`config.mk`:
```
export PLATFORM = sky130hd
export DESIGN_NAME = alu_pattern_player
export DESIGN_NICKNAME = d
export VERILOG_FILES = /design/src/rtl/alu_pattern_player.sv
export SDC_FILE = /design/constraint.sdc
export NUM_CORES = 1
export LEC_CHECK = 0
export CAP_MARGIN = 25
export CORE_UTILIZATION = 35
export CTS_CLUSTER_SIZE = 14
export DETAILED_ROUTE_END_ITERATION = 10
export PLACE_DENSITY = 0.65
export SETUP_SLACK_MARGIN = 0.15
export SYNTH_ARGS = -nofsm -noshare
export SYNTH_HDL_FRONTEND = slang
export SYNTH_SLANG_ARGS = --single-unit
```
`constraint.sdc`:
```
create_clock -name clk -period 2.7 [get_ports clk]
set_input_delay 0.27 -clock clk [delete_from_list [all_inputs] [get_ports clk]]
set_output_delay 0.27 -clock clk [all_outputs]
set_load 0.005 [all_outputs]
```
`src/rtl/alu_pattern_player.sv`:
```
// Replays stored test vectors into the alu under test: drives PI, waits a settle time,
// strobes PO, compares under mask and accumulates pass/fail, fail count and first failure.
module alu_pattern_player #(
  parameter int NINPUTS       = 5,
  parameter int NOUTPUTS      = 2,
  parameter int SETTLE_CYCLES = 4,
  parameter int IDX_W         = 16,
  parameter int FAIL_W        = 16
) (
  input  logic                clk,
  input  logic                rst_n,
  input  logic                start,
  input  logic                pat_valid,
  output logic                pat_ready,
  input  logic [NINPUTS-1:0]  pat_pi,
  input  logic [NOUTPUTS-1:0] pat_xpct,
  input  logic [NOUTPUTS-1:0] pat_mask,
  input  logic                pat_last,
  output logic [NINPUTS-1:0]  dut_pi,
  input  logic [NOUTPUTS-1:0] dut_po,
  output logic                busy,
  output logic                done,
  output logic                pass,
  output logic [IDX_W-1:0]    pattern_idx,
  output logic [FAIL_W-1:0]   fail_count,
  output logic                first_fail_vld,
  output logic [IDX_W-1:0]    first_fail_idx,
  output logic [NOUTPUTS-1:0] first_fail_bits
);

  localparam int CNT_W = (SETTLE_CYCLES > 1) ? $clog2(SETTLE_CYCLES) : 1;
  localparam logic [CNT_W-1:0] CNT_LOAD = CNT_W'(SETTLE_CYCLES - 1);

  typedef enum logic [1:0] {S_IDLE, S_FETCH, S_SETTLE, S_DONE} state_t;

  state_t              state_q, state_d;
  logic [CNT_W-1:0]    cnt_q, cnt_d;
  logic [NINPUTS-1:0]  pi_q, pi_d;
  logic [NOUTPUTS-1:0] xpct_q, xpct_d;
  logic [NOUTPUTS-1:0] mask_q, mask_d;
  logic                last_q, last_d;
  logic [IDX_W-1:0]    idx_q, idx_d;
  logic [FAIL_W-1:0]   fail_q, fail_d;
  logic                ffv_q, ffv_d;
  logic [IDX_W-1:0]    ffi_q, ffi_d;
  logic [NOUTPUTS-1:0] ffb_q, ffb_d;
  logic [NOUTPUTS-1:0] mis;

  // Masked-off bits are forced to zero, so X/Z on don't-care outputs never count.
  assign mis = (dut_po ^ xpct_q) & mask_q;

  always_comb begin
    state_d = state_q;
    cnt_d   = cnt_q;
    pi_d    = pi_q;
    xpct_d  = xpct_q;
    mask_d  = mask_q;
    last_d  = last_q;
    idx_d   = idx_q;
    fail_d  = fail_q;
    ffv_d   = ffv_q;
    ffi_d   = ffi_q;
    ffb_d   = ffb_q;
    case (state_q)
      S_IDLE, S_DONE: begin
        if (start) begin
          state_d = S_FETCH;
          idx_d   = '0;
          fail_d  = '0;
          ffv_d   = 1'b0;
          ffi_d   = '0;
          ffb_d   = '0;
        end
      end
      S_FETCH: begin
        if (pat_valid) begin
          pi_d    = pat_pi;
          xpct_d  = pat_xpct;
          mask_d  = pat_mask;
          last_d  = pat_last;
          cnt_d   = CNT_LOAD;
          state_d = S_SETTLE;
        end
      end
      S_SETTLE: begin
        if (cnt_q == '0) begin
          if (mis != '0) begin
            if (fail_q != '1) fail_d = fail_q + FAIL_W'(1);
            if (!ffv_q) begin
              ffv_d = 1'b1;
              ffi_d = idx_q;
              ffb_d = mis;
            end
          end
          idx_d   = idx_q + IDX_W'(1);
          state_d = last_q ? S_DONE : S_FETCH;
        end else begin
          cnt_d = cnt_q - CNT_W'(1);
        end
      end
      default: state_d = S_IDLE;
    endcase
  end

  always_ff @(posedge clk or negedge rst_n) begin
    if (!rst_n) begin
      state_q <= S_IDLE;
      cnt_q   <= '0;
      pi_q    <= '0;
      xpct_q  <= '0;
      mask_q  <= '0;
      last_q  <= 1'b0;
      idx_q   <= '0;
      fail_q  <= '0;
      ffv_q   <= 1'b0;
      ffi_q   <= '0;
      ffb_q   <= '0;
    end else begin
      state_q <= state_d;
      cnt_q   <= cnt_d;
      pi_q    <= pi_d;
      xpct_q  <= xpct_d;
      mask_q  <= mask_d;
      last_q  <= last_d;
      idx_q   <= idx_d;
      fail_q  <= fail_d;
      ffv_q   <= ffv_d;
      ffi_q   <= ffi_d;
      ffb_q   <= ffb_d;
    end
  end

  assign pat_ready       = (state_q == S_FETCH);
  assign busy            = (state_q == S_FETCH) || (state_q == S_SETTLE);
  assign done            = (state_q == S_DONE);
  assign pass            = (state_q == S_DONE) && (fail_q == '0);
  assign dut_pi          = pi_q;
  assign pattern_idx     = idx_q;
  assign fail_count      = fail_q;
  assign first_fail_vld  = ffv_q;
  assign first_fail_idx  = ffi_q;
  assign first_fail_bits = ffb_q;

endmodule

```
* Word-level counts from Yosys, hierarchy flattened *
Cells that the tools add are included.

cells by class
  add/subtract/negate cells = 3
  equal/unequal tests = 11
  mux-type cells = 28
  bitwise logic cells = 2
  reductions and logical operators = 16

operator list
  cell                                                                    number
  16-bit two-way mux                                                      8
  16-bit case mux with 2 select lines                                     3
  16-bit by 1-bit adder with 16-bit output (second input constant)        2
  2-bit two-way mux                                                       10
  16-bit logical NOT                                                      1
  16-bit inequality test (second input constant)                          1
  2-bit inequality test (second input constant)                           7
  5-bit AND reduction                                                     2
  3-bit AND reduction                                                     3
  2-bit case mux with 2 select lines                                      2
  2-bit case mux with 3 select lines                                      1
  2-bit nonzero test                                                      3
  2-bit equality test (second input constant)                             2
  2-bit logical NOT                                                       2
  4-bit AND reduction                                                     1
  1-bit two-way mux                                                       3
  2-bit AND                                                               1
  2-bit by 1-bit equality test with 1-bit output (second input constant)  1
  1-bit case mux with 2 select lines                                      1
  2-bit AND reduction                                                     1
  2-bit OR reduction                                                      1
  2-bit by 1-bit subtractor with 2-bit output (second input constant)     1
  2-bit XOR                                                               1
  1-bit logical AND                                                       1
  1-bit logical OR                                                        1

storage, ports and cells
  register bits after elaboration = 65
  bits of input ports = 16
  logic and storage cells = 71

* Depth between registers and ports, before layout *
Gate-level depths: netlist (run 1).

  depth after elaboration = 6
  gate-level depth with buffers = 10

* Least setup slack after synthesis (run 1) *
No wires, ideal clock.

  path type = reg-to-reg
  start = register state_q[0]
  end = register fail_q[11], in the netlist fail_count[11]
  library setup time = 69 ps
  data arrival time = 2179 ps
  data required time = 2631 ps
  setup slack = 452 ps
  stages on the path, launching flop included = 10
  path buffers = 2
  period minus slack after synthesis = 2248 ps
  cell sequence = dfrtp_1 inv_1 ha_1 nor2b_1 or3_1 buf_2 a31o_1 buf_6 or4_1 nand3_1

between the ends
  word-level cells in the longest chain between the ends = 4
  elaborated cells between the ends (all ways) = 11
  those cells by class = eq/ne (6); mux (1); reduce/logical (4)

ends and longest elaborated chain
  item                                                                   RTL line  text
  from (decl)                                                            36        state_t state_q, state_d;
  from (signal assigned)                                                 119       state_q <= state_d;
  2-bit equality test or 2-bit logical NOT (tied branches)               64        case (state_q)
  2-bit OR reduction                                                     64
  2-bit inequality test (no line) or 2-bit nonzero test (tied branches)  -
  5-bit AND reduction (no line)                                          -
  to (signal assigned)                                                   126       fail_q <= fail_d;
  to (decl)                                                              43        logic [FAIL_W-1:0] fail_q, fail_d;

Several ways; a longest one is shown, not always the timed one.
A chain may end at the register's enable or synchronous reset.

* Worst setup path in the final report (run 1) *
  start = register state_q[0]
  end = register fail_q[5], in the netlist fail_count[5]

Same word-level chain as after synthesis.

==> impl_metrics.toml, run 1 <==
[power]
intPower_uw = 1970
peakVddDrop_mv = 0.552
clkPwrFrac_pct = 23.9
p_per_area_nw_per_um2 = 721
switchingPower_uw = 1120
p_seq_share_pct = 38.6
leakagePower_uw = 0.00181
power_frac_comb_pct = 37.5
switching_share_pct = 36.3

[synthesis]
syn_avg_cell_area_sq_um = 10.1
yosys_warnings = 0
synth_ff_type = "dfrtp_1"
synth_nets = 343
mappedNetlistArea_sq_um = 3230
yosysUniqueCellTypes = 46
synth.area.top_cells = "dfrtp_1, a22o_1, nand2_1"
synth.yosys.seq_area_share_pct = 50.3
ys_async_sr_fraction_pct = 100
ys_ff_latch = 65
synth_top_area_share_pct = 50.3
syn_inst = 320
synth_largest_area_cell = "dfrtp_1"
synth_edf_count = 0

[flow_run]
max_cap_viol_count = 0

[detailed_routing]
wirelength_microns = 8060
drt-initial-drc-count = 148
dr.pass1.iters = 8
drcViolationCount = 3
via_count = 2826
vias_per_cell = 5.51
wl_per_cell_microns = 15.7
ant_nets = 0

[floorplan]
die-height_microns = 98.1
start_util_pct = 36.5
fp.dieW_microns = 98.1
core-area_sq_um = 8850
dieArea_sq_um = 9620
io-pin-count = 76
rows = 34

[timing]
tns_ps = 0
drv_slew = 0
period_share_pct = 88.1
relSlewSlack_pct = 53.2
tightest_slew_ps = 702
skew_ps = 7.42
max_freq_mhz = 420
min_period_ps = 2380
setup_viol = 0
hold_violations = 0
holdWs_ps = 337
grt_setup_unrepaired = "false"

[status]
failed_checks = "DRC"
status = "finished, violations left"

[critical_path]
startpoint = "state_q[0]"
critPathRequiredTime_ps = 2960
crit_path_start_kind = "flip-flop"
critPathMaxFanout = 11
timing.rr.start = "state_q[0]"
arrival_ps = 2640
worst_setup_path_end_kind = "flip-flop"
criticalPathCategory = "reg -> reg"

[cts]
htreeDepth = 3
clock_latency_ps = 350
cts_buffers = 9
cts-root-buf = "clkbuf_8"
clock_sinks = 65
post_cts_buffers = 0
cts_tree = "done"
clk_pin_slew_ps = 70
clock_path_buffers = 2

[placement]
dp_hpwl_microns = 5590
portBuffers = 75
gp_congestion = 0.814
dp.cells = 496

[final_layout]
synthToLayoutAreaGrowth_pct = 32.9
final_common_cell = "clkdlybuf4s50_1"
n_antenna_cell = 0
mostFrequentLayoutCells = "clkdlybuf4s50_1, dfrtp_1, nand2_1"
ff_latch_area_sq_um = 1630
fill_cells = 847
multi_input_area_sq_um = 1490
fin_util_pct = 48.6
fin_nets = 423
finalNonFillerCells = 513
drive_gt1_share_pct = 9.14

[global_routing]
antenna_found_initial = 0
grt_pass1_wl_microns = 13700
grt_usage_pct = 17.8
gr-total-overflow = 0
grt_pass1_vias = 2828
grt_max_degree = 42

[min_path]
hold_class = "in -> async"
==> repair_timing <==
| action | 4_1_cts | 5_1_grt |
|---|---|---|
| endpoints found under the hold margin | 9 | 0 |
| hold buffers | 1 | 0 |
| endpoints found under the setup margin | 0 | 2 |
| gates resized for setup | 0 | 2 |
==> final timing paths <==
| path | to | slack [ps] | cells past startpoint |
|---|---|---|---|
| setup / recovery | fail_count[5] | 320 | 7 |
| hold / removal | first_fail_idx[3] | 340 | 2 |
| setup reg to reg | fail_count[5] | 320 | 7 |
| hold reg to reg | dut_pi[4] | 510 | 1 |
| max in group asynchronous | fail_count[5] | 1340 | 4 |
| min in group clk | dut_pi[4] | 510 | 1 |
==> through the flow <==
stage	instance area (sq um)	power, uW	setup slack, ps
2_1_floorplan	3230	1910	452
3_3_place_gp	4110	2340	398
3_5_place_dp	4110	2380	308
4_1_cts	4290	3130	290
5_1_grt	4300	3290	164
6_report	4300	3100	321
==> power groups by stage <==
stage	clock network [uW]	registers (uW)	logic, uW
4_1_cts	761	1200	1170
5_1_grt	801	1210	1280
3_5_place_dp	0	1210	1170
6_report	742	1190	1160
2_1_floorplan	0	1200	713
3_3_place_gp	0	1210	1130
==> kinds of logic (layout without fill, tap and decap cells) <==
| family | count (synthesis) | after routing | synth area share (%) |
|---|---|---|---|
| buf+inv | 28 | 113 | 3.60 |
| flops | 65 | 65 | 50.3 |
| fa+ha+maj | 7 | 7 | 2.71 |
| simple gates | 128 | 128 | 20.8 |
| xor+xnor | 10 | 10 | 2.71 |
| mux | 14 | 14 | 4.72 |
| compound gates | 68 | 68 | 15.1 |
==> metal layers <==
layer / part of all wire, % / global-route usage [%] / vias to the layer above
met5: 0 / 0 / -
met4: 1.3 / 7.46 / 0
met3: 4.9 / 3.94 / 9
met2: 47 / 27.8 / 79
met1: 47 / 24.0 / 1391
li1: - / - / 1347
==> final cells by class <==
type	instances	share of cell area [%]
Sequential cell	65	37.9
Multi-Input combinational cell	227	34.7
Timing Repair Buffer	85	19.2
Clock buffer	14	3.79
Tap cell	108	3.15
Inverter	12	1.05
Clock inverter	2	0.291
==> Yosys cell counts (all sizes together) (4+ instances only) <==
cell,instances
a21oi,4
a22o,17
a31oi,4
and3,7
and4,4
buf,4
clkbuf,12
dfrtp,65
ha,7
inv,12
mux2,10
mux2i,4
nand2,31
nand3,19
nand4,12
nor2,21
nor3,10
nor4,6
o21ai,18
o31ai,7
or3,4
xnor2,8
==> registers in the layout (all words and copies together) (netlist names) <==
| register | count |
|---|---|
| cnt_q | 2 |
| dut_pi | 5 |
| fail_count | 16 |
| first_fail_bits | 2 |
| first_fail_idx | 16 |
| first_fail_vld | 1 |
| last_q | 1 |
| mask_q | 2 |
| pattern_idx | 16 |
| state_q | 2 |
| xpct_q | 2 |
==> worst max-delay path, cell delays in order, from the launching register on <==
cell and delay (ps):
dfrtp_1 410, inv_1 60, ha_1 330, nor2b_1 180
or3_1 340, a31o_2 310, or4_1 510, o211ai_1 160
Power figures use the tool's default switching activity.
==> inputs of run 2 (changes only) <==
Settings changed: CTS_CLUSTER_SIZE 14 to 20, RECOVER_POWER from default to 50.
==> impl_metrics.toml, run 2 (synthesized netlist as in run 1, its figures left out) <==
[status]
status = "finished, violations left"
failed_checks = "DRC"

[cts]
cts_tree = "done"
cts-root-buf = "clkbuf_8"
clock_path_buffers = 2
clk_pin_slew_ps = 70
clock_sinks = 65
htreeDepth = 3
cts_buffers = 9
clock_latency_ps = 340
post_cts_buffers = 0

[final_layout]
ff_latch_area_sq_um = 1630
mostFrequentLayoutCells = "dfrtp_1, clkdlybuf4s50_1, nand2_1"
final_common_cell = "dfrtp_1"
finalNonFillerCells = 513
fin_util_pct = 48.5
synthToLayoutAreaGrowth_pct = 32.8
fin_nets = 423
drive_gt1_share_pct = 8.89
multi_input_area_sq_um = 1490
n_antenna_cell = 0
fill_cells = 850

[critical_path]
crit_chain = "inv_1, ha_1, nor2b_1, or3_1, a31o_2, or4_1, o211ai_1"
max_stage_delay_ps = 510
arrival_ps = 2640
path_buf_inv = 1
ff2ff_path_depth = 7
critPathMaxFanout = 11
critPathRequiredTime_ps = 2960
crit_family = "simple AND/OR/NAND/NOR gates"
worst_setup_path_end_kind = "flip-flop"
crit_cells = 7
criticalPathCategory = "reg -> reg"
crit_path_start_kind = "flip-flop"
crit_slowest_cell = "or4_1"

[global_routing]
grt_pass1_vias = 2828
antenna_found_initial = 0
gr-total-overflow = 0
grt_usage_pct = 17.8
grt_pass1_wl_microns = 13700
grt_max_degree = 42

[detailed_routing]
wirelength_microns = 7980
drcViolationCount = 3
ant_nets = 0
drt-initial-drc-count = 139
dr.pass1.iters = 7
via_count = 2822
vias_per_cell = 5.50
wl_per_cell_microns = 15.6

[power]
clkPwrFrac_pct = 24.1
peakVddDrop_mv = 0.541
power_frac_comb_pct = 37.1
p_seq_share_pct = 38.8
switching_share_pct = 36.4
switchingPower_uw = 1120
p_per_area_nw_per_um2 = 716
intPower_uw = 1960
leakagePower_uw = 0.00189

[timing]
relSlewSlack_pct = 34.7
grt_setup_unrepaired = "false"
tightest_slew_ps = 979
drv_slew = 0
period_share_pct = 88.4
min_period_ps = 2390
tns_ps = 0
holdWs_ps = 443
finalWorstSetupSlack_ps = 312
setup_viol = 0
hold_violations = 0
max_freq_mhz = 419
skew_ps = 5.23

[min_path]
hold_class = "in -> async"

[floorplan]
io-pin-count = 76
start_util_pct = 36.5
rows = 34
die-height_microns = 98.1
dieArea_sq_um = 9620
fp.dieW_microns = 98.1
core-area_sq_um = 8850

[placement]
gp_congestion = 0.814
dp_hpwl_microns = 5590
preCtsSetupSlack_ps = 308
portBuffers = 75
dp.cells = 496

[flow_run]
max_cap_viol_count = 0
[run 2: cell count changes in the layout (fill, tap and decap cells not counted), sizes merged]
cell / delta
buf: -3
clkbuf: +3
clkdlybuf4s50: -29
dlygate4sd3: +29
[run 2: path summary, 6_finish.rpt]
| check | start | to | slack, ps |
|---|---|---|---|
| worst max-delay path | state_q[0] | fail_count[5] | 310 |
| worst min-delay path | rst_n | first_fail_idx[3] | 440 |
| worst max register to register | state_q[0] | fail_count[5] | 310 |
| worst min register to register | first_fail_idx[14] | first_fail_idx[14] | 500 |
| max in group asynchronous | rst_n | fail_count[1] | 560 |
| min in group clk | first_fail_idx[14] | first_fail_idx[14] | 500 |
[run 2: timing repair]
action | in CTS | in global routing
hold buffers | 1 | 0
gates resized for setup | 0 | 2
endpoints found under the hold margin | 9 | 0
endpoints found under the setup margin | 0 | 2
[run 2: layer usage]
metal  vias to the layer above  wire [microns]  GRT usage, %
met2                        97            3740          27.8
met5                         -               0             0
li1                       1348               -             -
met3                         8             513          3.94
met1                      1369            3660          24.0
met4                         0              76          7.46
[run 2: power by group through the flow]
stage	registers, uW	clock network [uW]	logic [uW]
CTS	1200	761	1170
detailed placement	1210	0	1170
finish	1190	740	1140
global route	1210	801	1260
floorplan	1200	0	713
global placement	1210	0	1130
[run 2: area by class of cell]
| type | instances | share of cell area (%) |
|---|---|---|
| repair buffers | 85 | 19.0 |
| flip-flops and latches | 65 | 37.9 |
| multi-input cells | 227 | 34.8 |
| well taps | 108 | 3.15 |
| inverters | 12 | 1.05 |
| clock inverters | 2 | 0.292 |
| clock buffers | 14 | 3.79 |
[run 2: metrics by stage]
step	total power, uW	cell area, sq um
after floorplan	1910	3230
after global placement	2340	4110
after detailed placement	2380	4110
after CTS	3130	4290
after global routing	3270	4290
final	3070	4290
==> inputs of run 3 (changes only) <==
Clock period 2.7 ns to 2.8 ns, I/O delays scaled along.
==> impl_metrics.toml, run 3 (synthesized netlist as in run 1, its figures left out) <==
[cts]
clk_pin_slew_ps = 70
clock_latency_ps = 340
clock_sinks = 65
cts_tree = "done"
cts-root-buf = "clkbuf_8"
htreeDepth = 3
clock_path_buffers = 2
post_cts_buffers = 0
cts_buffers = 9

[floorplan]
fp.dieW_microns = 98.1
start_util_pct = 36.5
rows = 34
core-area_sq_um = 8850
die-height_microns = 98.1
io-pin-count = 76
dieArea_sq_um = 9620

[global_routing]
grt_max_degree = 45
gr-total-overflow = 0
antenna_found_initial = 0
grt_usage_pct = 17.9
grt_pass1_wl_microns = 13700
grt_pass1_vias = 2738

[final_layout]
fin_nets = 423
final_common_cell = "dfrtp_1"
drive_gt1_share_pct = 8.89
synthToLayoutAreaGrowth_pct = 34.8
n_antenna_cell = 0
mostFrequentLayoutCells = "dfrtp_1, clkdlybuf4s50_1, nand2_1"
final_area_sq_um = 4360

[critical_path]
crit_path_start_kind = "flip-flop"
timing.rr.start = "state_q[0]"
ff2ff_path_depth = 7
critPathMaxFanout = 11
r2r_end = "fail_count[5]"
regToRegSetupSlack_ps = 290
max_stage_delay_ps = 510
criticalPathCategory = "reg -> reg"
crit_slowest_cell = "or4_1"
worst_setup_path_end_kind = "flip-flop"
critPathRequiredTime_ps = 3060
arrival_ps = 2770
crit_chain = "inv_1, ha_1, nor2b_1, or3_1, a31o_2, or4_1, o211ai_1"

[power]
leakagePower_uw = 0.00193
p_per_area_nw_per_um2 = 731
peakVddDrop_mv = 0.399

[placement]
preCtsSetupSlack_ps = 294
post_dp_cell_area_sq_um = 4100
dp_hpwl_microns = 5560
gp_congestion = 0.853
portBuffers = 75

[detailed_routing]
drcViolationCount = 3
via_count = 2836
wirelength_microns = 8050
drt-initial-drc-count = 179
vias_per_cell = 5.53
dr.pass1.iters = 7
wl_per_cell_microns = 15.7
ant_nets = 0

[timing]
skew_ps = 9.20
grt_setup_unrepaired = "false"
tns_ps = 0
tightest_slew_ps = 1650
period_share_pct = 89.7
hold_violations = 0
drv_slew = 40
max_freq_mhz = 398
min_period_ps = 2510
relSlewSlack_pct = -10.2
finalWorstSetupSlack_ps = 289
setup_viol = 0
holdWs_ps = 357

[status]
status = "finished, violations left"
failed_checks = "DRC, capacitance limit, slew limit"

[min_path]
hold_class = "in -> async"

[flow_run]
max_cap_viol_count = 1
[run 3: cell types whose count changed in the layout (fill, tap and decap cells not counted)]
cell,delta
clkbuf_8,+1
nor2_2,-1
bufinv_16,+2
clkbuf_2,-1
clkinv_4,+1
dlymetal6s2s_1,+1
nor2_1,+1
buf_4,-1
clkinvlp_4,-1
clkbuf_1,-2
[run 3: how the worst max path moves through the flow]
stage,from,endpoint,slack [ps],cells after the start
2_1_floorplan,state_q[0],fail_count[11],550,9
3_3_place_gp,state_q[0],fail_count[5],400,7
3_5_place_dp,state_q[0],fail_count[5],290,7
4_1_cts,state_q[0],fail_count[5],280,7
5_1_grt,rst_n,first_fail_idx[6],110,3
6_report,state_q[0],fail_count[5],290,7
[run 3: layer usage]
layer	up-vias	routed length, microns	track usage (%)
li1	1345	-	-
met1	1383	3750	25.6
met2	93	3710	26.5
met3	15	423	3.15
met4	0	165	8.04
met5	-	0	0
[run 3: repair_timing]
action,4_1_cts,5_1_grt
gates resized for setup,0,1
endpoints found under the hold margin,0,4
endpoints found under the setup margin,0,1
hold buffers,0,1
[run 3: power by group]
group          leakage, uW  internal [uW]  switching [uW]
Combinational     0.000937            444             646
Sequential        0.000871           1060            93.5
Clock             0.000123            575             367
Total              0.00193           2080            1110
[run 3: layout make-up]
cell class,instances,area [sq um]
flip-flops and latches,65,1630
fillers,857,4490
clock inverters,4,73.8
multi-input cells,227,1490
clock buffers,12,165
well taps,108,135
inverters,12,45.0
repair buffers,85,821
[run 3: critical path, delay by kind of cell (launching register included)]
| family | cells | cell delay, ps |
|---|---|---|
| buf+inv | 1 | 60 |
| simple gates | 3 | 1140 |
| flops | 1 | 420 |
| compound gates | 2 | 500 |
| fa+ha+maj | 1 | 330 |
[run 3: through the flow]
stage | power (uW) | cells | utilization [%]
floorplan | 1840 | 320 | -
detailed placement | 2280 | 495 | 46.4
CTS | 3220 | 511 | 49.1
global route | 3380 | 513 | 49.2
finish | 3180 | 513 | 49.2
global placement | 2240 | 495 | 46.4
